$ cat config.mk
export PLATFORM = sky130hd
export DESIGN_NAME = rr_arb_wrr
export DESIGN_NICKNAME = d
export VERILOG_FILES = /design/src/rtl/rr_arb_wrr_pkg.sv /design/src/rtl/rr_arb_wrr_ppe.sv /design/src/rtl/rr_arb_wrr.sv
export SDC_FILE = /design/constraint.sdc
export NUM_CORES = 1
export LEC_CHECK = 0
export ABC_CLOCK_PERIOD_IN_PS = 5700
export CAP_MARGIN = 20
export CORE_ASPECT_RATIO = 0.6
export CORE_MARGIN = 2
export CORE_UTILIZATION = 55
export DETAILED_ROUTE_END_ITERATION = 7
export HOLD_SLACK_MARGIN = 0.08
export PLACE_DENSITY = 0.86
export SLEW_MARGIN = 20
export SYNTH_ARGS = -nofsm -noshare
export SYNTH_HDL_FRONTEND = slang
export SYNTH_SLANG_ARGS = --single-unit
$ cat constraint.sdc
create_clock -name clk -period 5.7 [get_ports clk]
set_input_delay 1.14 -clock clk [delete_from_list [all_inputs] [get_ports clk]]
set_output_delay 1.14 -clock clk [all_outputs]
set_load 0.03 [all_outputs]
$ cat src/rtl/rr_arb_wrr_pkg.sv
// Purpose: shared state encoding and pointer helper for the weighted round-robin arbiter.
// Latency: n/a (types and pure functions only).
// Backpressure: n/a.
package rr_arb_wrr_pkg;

  // Two-state arbiter: waiting for any request, or holding a packet grant.
  typedef enum logic {
    ST_IDLE  = 1'b0,
    ST_GRANT = 1'b1
  } state_t;

  // Next round-robin position after index ptr, wrapping n-1 back to 0.
  function automatic int unsigned wrap_inc(input int unsigned ptr, input int unsigned n);
    return ((ptr + 32'd1) >= n) ? 32'd0 : (ptr + 32'd1);
  endfunction

endpackage

$ cat src/rtl/rr_arb_wrr_ppe.sv
// Purpose: programmable priority encoder (lowest set index at/after ptr, else lowest overall).
// Latency: purely combinational.
// Backpressure: none; evaluates every cycle.

// Fixed-priority encoder: lowest set bit wins.
module prio_enc #(
  parameter int W   = 4,
  parameter int WL2 = 2
) (
  input  logic [W-1:0]   i_vec,
  output logic           o_any,
  output logic [W-1:0]   o_onehot,
  output logic [WL2-1:0] o_bin
);

  assign o_any    = |i_vec;
  assign o_onehot = i_vec & (~i_vec + W'(1));

  // Scan from the top so the lowest set index is the last one written.
  always_comb begin
    o_bin = '0;
    for (int i = W - 1; i >= 0; i--) begin
      if (i_vec[i]) o_bin = WL2'(i);
    end
  end

endmodule

module wrr_ppe #(
  parameter int N   = 4,
  parameter int NL2 = 2
) (
  input  logic [N-1:0]   i_vec,
  input  logic [NL2-1:0] i_ptr,
  output logic           o_any,
  output logic [N-1:0]   o_onehot,
  output logic [NL2-1:0] o_bin
);

  logic [N-1:0]   w_mask;
  logic [N-1:0]   w_masked;
  logic           w_m_any;
  logic [N-1:0]   w_m_onehot;
  logic [NL2-1:0] w_m_bin;
  logic           w_u_any;
  logic [N-1:0]   w_u_onehot;
  logic [NL2-1:0] w_u_bin;

  // Keep only candidates at or above the priority pointer.
  always_comb begin
    w_mask = '0;
    for (int i = 0; i < N; i++) begin
      w_mask[i] = (i >= int'(i_ptr));
    end
  end

  assign w_masked = i_vec & w_mask;

  prio_enc #(.W(N), .WL2(NL2)) u_masked (
    .i_vec    (w_masked),
    .o_any    (w_m_any),
    .o_onehot (w_m_onehot),
    .o_bin    (w_m_bin)
  );

  prio_enc #(.W(N), .WL2(NL2)) u_unmasked (
    .i_vec    (i_vec),
    .o_any    (w_u_any),
    .o_onehot (w_u_onehot),
    .o_bin    (w_u_bin)
  );

  // Masked hit wins; otherwise wrap around to the lowest requester.
  assign o_any    = w_u_any;
  assign o_onehot = w_m_any ? w_m_onehot : w_u_onehot;
  assign o_bin    = w_m_any ? w_m_bin    : w_u_bin;

endmodule

$ cat src/rtl/rr_arb_wrr.sv
// Purpose: weighted round-robin arbiter holding each grant for whole packets (weight+1 per turn).
// Latency: 1 cycle from req to registered grant; zero-bubble hand-off at eop when others wait.
// Backpressure: gnt_ready low stalls the packet; grant and credit are held until the beat moves.
module rr_arb_wrr
  import rr_arb_wrr_pkg::*;
#(
  parameter int RR_WIDTH    = 4,
  parameter int RR_WIDTH_L2 = $clog2(RR_WIDTH),
  parameter int WGT_W       = 4
) (
  input  logic                      clk,
  input  logic                      rstn,
  input  logic [RR_WIDTH-1:0]       req,
  input  logic [RR_WIDTH-1:0]       last,
  input  logic [RR_WIDTH*WGT_W-1:0] weight,
  input  logic                      gnt_ready,
  output logic                      gnt_valid,
  output logic [RR_WIDTH-1:0]       gnt_vec,
  output logic [RR_WIDTH_L2-1:0]    gnt_bin
);

  state_t                 r_state;
  logic [RR_WIDTH_L2-1:0] r_ptr;
  logic [RR_WIDTH-1:0]    r_gnt_vec;
  logic [RR_WIDTH_L2-1:0] r_gnt_bin;
  logic [WGT_W-1:0]       r_credit;
  logic                   r_pkt_start;

  logic                   w_sel_req;
  logic                   w_gnt_valid;
  logic                   w_xfer;
  logic                   w_eop;
  logic [RR_WIDTH_L2-1:0] w_ptr_nxt;
  logic [RR_WIDTH-1:0]    w_oth;

  logic                   w_idle_any;
  logic [RR_WIDTH-1:0]    w_idle_onehot;
  logic [RR_WIDTH_L2-1:0] w_idle_bin;
  logic [WGT_W-1:0]       w_idle_wgt;

  logic                   w_ho_any;
  logic [RR_WIDTH-1:0]    w_ho_onehot;
  logic [RR_WIDTH_L2-1:0] w_ho_bin;
  logic [WGT_W-1:0]       w_ho_wgt;

  assign w_sel_req   = |(r_gnt_vec & req);
  assign w_gnt_valid = (r_state == ST_GRANT) & w_sel_req;
  assign w_xfer      = w_gnt_valid & gnt_ready;
  assign w_eop       = w_xfer & |(r_gnt_vec & last);
  assign w_ptr_nxt   = RR_WIDTH_L2'(wrap_inc(32'(r_gnt_bin), RR_WIDTH));
  assign w_oth       = req & ~r_gnt_vec;

  assign gnt_valid = w_gnt_valid;
  assign gnt_vec   = r_gnt_vec;
  assign gnt_bin   = r_gnt_bin;

  // Fresh arbitration out of IDLE, starting from the stored pointer.
  wrr_ppe #(.N(RR_WIDTH), .NL2(RR_WIDTH_L2)) u_ppe_idle (
    .i_vec    (req),
    .i_ptr    (r_ptr),
    .o_any    (w_idle_any),
    .o_onehot (w_idle_onehot),
    .o_bin    (w_idle_bin)
  );

  // Hand-off arbitration at credit exhaustion, using the already-advanced pointer.
  wrr_ppe #(.N(RR_WIDTH), .NL2(RR_WIDTH_L2)) u_ppe_ho (
    .i_vec    (w_oth),
    .i_ptr    (w_ptr_nxt),
    .o_any    (w_ho_any),
    .o_onehot (w_ho_onehot),
    .o_bin    (w_ho_bin)
  );

  // Pick out the weight field of whichever requester each path would grant.
  always_comb begin
    w_idle_wgt = '0;
    w_ho_wgt   = '0;
    for (int i = 0; i < RR_WIDTH; i++) begin
      if (w_idle_bin == RR_WIDTH_L2'(i)) w_idle_wgt = weight[i*WGT_W +: WGT_W];
      if (w_ho_bin   == RR_WIDTH_L2'(i)) w_ho_wgt   = weight[i*WGT_W +: WGT_W];
    end
  end

  // Arbiter FSM: grant load, packet tracking, credit countdown and pointer advance.
  always_ff @(posedge clk or negedge rstn) begin
    if (!rstn) begin
      r_state     <= ST_IDLE;
      r_ptr       <= '0;
      r_gnt_vec   <= '0;
      r_gnt_bin   <= '0;
      r_credit    <= '0;
      r_pkt_start <= 1'b0;
    end else begin
      case (r_state)
        ST_IDLE: begin
          if (w_idle_any) begin
            r_gnt_vec   <= w_idle_onehot;
            r_gnt_bin   <= w_idle_bin;
            r_credit    <= w_idle_wgt;
            r_pkt_start <= 1'b1;
            r_state     <= ST_GRANT;
          end
        end
        ST_GRANT: begin
          if (r_pkt_start && !w_sel_req) begin
            // Requester withdrew before its packet began: give up the turn.
            r_ptr     <= w_ptr_nxt;
            r_gnt_vec <= '0;
            r_state   <= ST_IDLE;
          end else if (w_eop && (r_credit != '0)) begin
            r_credit    <= r_credit - WGT_W'(1);
            r_pkt_start <= 1'b1;
          end else if (w_eop) begin
            r_ptr <= w_ptr_nxt;
            if (w_ho_any) begin
              r_gnt_vec   <= w_ho_onehot;
              r_gnt_bin   <= w_ho_bin;
              r_credit    <= w_ho_wgt;
              r_pkt_start <= 1'b1;
            end else begin
              r_gnt_vec <= '0;
              r_state   <= ST_IDLE;
            end
          end else if (w_xfer) begin
            r_pkt_start <= 1'b0;
          end
        end
        default: r_state <= ST_IDLE;
      endcase
    end
  end

endmodule

==> summary.txt <==
Run status
  • Status: complete, no violations

Clock tree
  • CTS Buf Count: 3
  • CTS tree: built
  • Clk sink count: 14
  • Root Driver: clkbuf_8
  • Clk pin slew, worst setup/hold paths: 60 ps
  • Post-cts sizing count: 0
  • # Post-CTS Setup Buffers: 0
  • Post-CTS Hold Buffers: 0
  • Longest Clk Path Bufs: 2
  • Worst-skew pair later-pin latency: around 260 ps
  • H-tree Lvls: 1

Placement
  • PortBufs: 33
  • Worst slack, placed: 1640 ps
  • HPWL Detailed: ~3.5 mm
  • Area after DPL: approximately 1800 um2
  • Global placement routability congestion: between 0.9 and 1

Logic synthesis
  • Area leader, netlist: dfrtp_1
  • Unique masters post-synth: 54
  • FFs w/ async S/R, synth: 100%
  • Mapped Cells: between 150 and 200
  • Synthesis-stage register bit count: 14
  • EDFF count, synth: 0
  • Net count after synthesis: between 200 and 250
  • Yosys top cell area share: around 23%
  • Cell area after synthesis: 1520 um2
  • Syn avg cell area: 8.42 um2
  • Synth area leaders: dfrtp_1, mux2i_1, mux2_2
  • Post-synth top flop: dfrtp_1
  • Ys Warns: 0
  • Register area share after synthesis: a little under a quarter

Die
  • Num ports: 34
  • Die H: 44.7 um
  • Core footprint: roughly 2600 um2
  • Row count: 14
  • Die width: roughly 70 um
  • Starting Density: 59.2%
  • Die area: about 3200 um2

Timing
  • Worst relative slew slack: a little under three fifths
  • Slew @ Worst Pin: between 600 and 700 ps
  • RSZ-0062 raised after global routing: false
  • Min cycle time layout: 4100 ps
  • Final Hold Viols: 0
  • Final setup viols: 0
  • Final WS setup: approximately 1600 ps
  • Slew Viols, Final: 0
  • Fmax: approximately 240 MHz
  • Period utilization: 71.9%
  • Setup Skew: around 11 ps
  • Setup TNS Final: 0 ps

Global routing
  • GRT Overall Usage: roughly 30%
  • Wire length of the first global-routing pass: between 7 and 8 mm
  • Initial antenna violation count: 0
  • Largest net degree at the start of global routing: 15
  • Gr ovfl total: 0
  • Routing usage on met3: 7.52%
  • Vias in the first global route: around 1500
  • Top Usage Layer GRT: met2
  • Met2 Use GR: 50.2%
  • Met1 usage: 39.7%

Setup path
  • CP Data Arrival Time: about 3000 ps
  • R2R depth: 8
  • CP Launch Point: req[3]
  • Worst r2r src: gnt_bin[0]$_DFFE_PN0P_
  • Setup crit end: gnt_valid
  • Crit. End Element: output pin
  • Crit path kind: in2out
  • Reg2reg setup slack: ~3200 ps
  • Max incr delay on CP: about 700 ps
  • CP cell instances: clkdlybuf4s50_1, a22oi_1, a21oi_1, clkdlybuf4s50_1
  • Crit path required time: around 4600 ps
  • Most used cell along the critical path: clkdlybuf4s50_1
  • Crit path max fanout: 10
  • CP max-delay cell: clkdlybuf4s50_1
  • CP startpoint kind: input pin
  • Reg-to-Reg End: r_credit[3]$_DFFE_PN0P_

Hold path
  • Worst Hold Class: reg2reg

Run
  • Max-cap violations: 0

Final layout
  • Layout area overhead: 23.9%
  • Fillcell total: roughly 190
  • Register Area: ~350 um2
  • Finished Cell Area: about 1900 um2
  • # nets final: 240
  • Area of the multi-input gates: about 1000 um2
  • Layout cells sized above 1: 12.0%
  • Diodes inserted: 0

Power
  • Total power: 993 uW
  • Psw: 496 uW
  • Leakage: a little under 0.0008 uW
  • Clk pwr share: between 10% and 20%
  • Sw Share: roughly half
  • Seq pwr share: 21.7%
  • Power Dens Cells: about 530 nW/um2
  • Comb power frac: approximately two thirds
  • VDD IR max: 0.000280 V
  • Internal power: 497 uW

Detailed routing
  • Initial DRT Pass Iterations: 6
  • Via Count: between 1500 and 2000
  • ANT nets after route: 0
  • DR WL/cell: around 19 um
  • DRC: 0
  • Iter 0 DRT Violations: 141
  • Vias per cell: 6.66
  • Final wirelength: roughly 4.5 mm
==> worst min-delay path by stage <==
stage                     depth (start not counted)  slack [ps]                 endpoint                    start
final                                             2         530  r_pkt_start$_DFFE_PN0P_  r_pkt_start$_DFFE_PN0P_
after global routing                              2         580  r_pkt_start$_DFFE_PN0P_  r_pkt_start$_DFFE_PN0P_
after CTS                                         2         530  r_pkt_start$_DFFE_PN0P_  r_pkt_start$_DFFE_PN0P_
after detailed placement                          2         530  r_pkt_start$_DFFE_PN0P_  r_pkt_start$_DFFE_PN0P_
after global placement                            2         520  r_pkt_start$_DFFE_PN0P_  r_pkt_start$_DFFE_PN0P_
after floorplan                                   2         490  r_pkt_start$_DFFE_PN0P_  r_pkt_start$_DFFE_PN0P_
==> area by class of cell <==
cell class / instances / area share (%)
tap: 32 / 2.13
timing repair buffer: 33 / 17.6
inverter: 16 / 3.20
sequential: 14 / 18.7
clock buffer: 4 / 2.93
multi-input combinational: 142 / 55.5
==> critical path: cells and delay by family <==
| kind | cells | cell delay, ps |
|---|---|---|
| buffers and inverters | 2 | 1360 |
| AO/OA/AOI/OAI | 2 | 450 |
==> state kept, by name, indices dropped and copies added (netlist names) <==
| signal | cells |
|---|---|
| gnt_vec | 4 |
| r_credit | 4 |
| gnt_bin | 2 |
| r_ptr | 2 |
| r_pkt_start | 1 |
| r_state | 1 |
==> cell families (layout without fill, tap and decap cells) <==
logic type | Yosys count | after routing | synth area share [%]
AO/OA/AOI/OAI | 63 | 63 | 30.2
AND/OR/NAND/NOR | 58 | 58 | 22.7
buffers and inverters | 24 | 53 | 8.09
multiplexers | 18 | 18 | 13.4
flip-flops | 14 | 14 | 23.1
adder cells (fa/ha/maj) | 3 | 3 | 2.48
==> cells in the mapped netlist, types with 2 or more instances <==
cell       n
o21ai_0   13
nor3b_1    2
a31oi_1    4
buf_6      3
a32oi_1    2
mux2i_1    9
a21oi_1    9
nand2_1   13
nor2b_1    3
o21a_1     2
o211ai_1   8
buf_2      2
nand3_1    6
nor2_1     9
o22ai_1    4
o21bai_1   2
or2_0      2
nor3_1     2
dfrtp_1   14
buf_4      2
ha_1       3
inv_1     16
nand3b_1   3
mux2_2     8
a22oi_1    4
nand2b_1   7
==> layer usage <==
metal | share of wire [%] | vias to the layer above
met5 | 0 | -
met4 | 1.3 | 0
met3 | 12 | 10
met2 | 43 | 114
met1 | 43 | 748
li1 | - | 732
==> through the flow <==
step | cells | util, % | hold WS, ps
2_1_floorplan | 180 | - | 489
3_3_place_gp | 237 | 71.3 | 516
3_5_place_dp | 237 | 71.3 | 526
4_1_cts | 241 | 73.4 | 535
5_1_grt | 241 | 73.4 | 581
6_report | 241 | 73.4 | 531
==> power by group through the flow <==
stage	logic (uW)	clock network [uW]	registers (uW)
floorplan	489	0	217
global placement	638	0	209
detailed placement	653	0	214
CTS	660	102	211
global route	724	107	223
finish	676	102	215
==> layout by cell type, fill, tap and decap left out, drive strengths merged, types with 3 or more instances in the layout <==
master / netlist / routed
or2: 3 / 3
ha: 3 / 3
nand3: 6 / 6
a22oi: 4 / 4
nand3b: 3 / 3
o211ai: 8 / 8
nor2b: 4 / 4
nor3: 3 / 3
dfrtp: 14 / 14
a21oi: 10 / 10
o22ai: 5 / 5
clkbuf: 1 / 4
mux2i: 9 / 9
o21ai: 13 / 13
inv: 16 / 16
nor2: 10 / 10
mux2: 8 / 8
nand2: 14 / 14
a31oi: 4 / 4
nand2b: 7 / 7
clkdlybuf4s50: 0 / 33
Note: power is estimated with default switching activity, not from simulation.
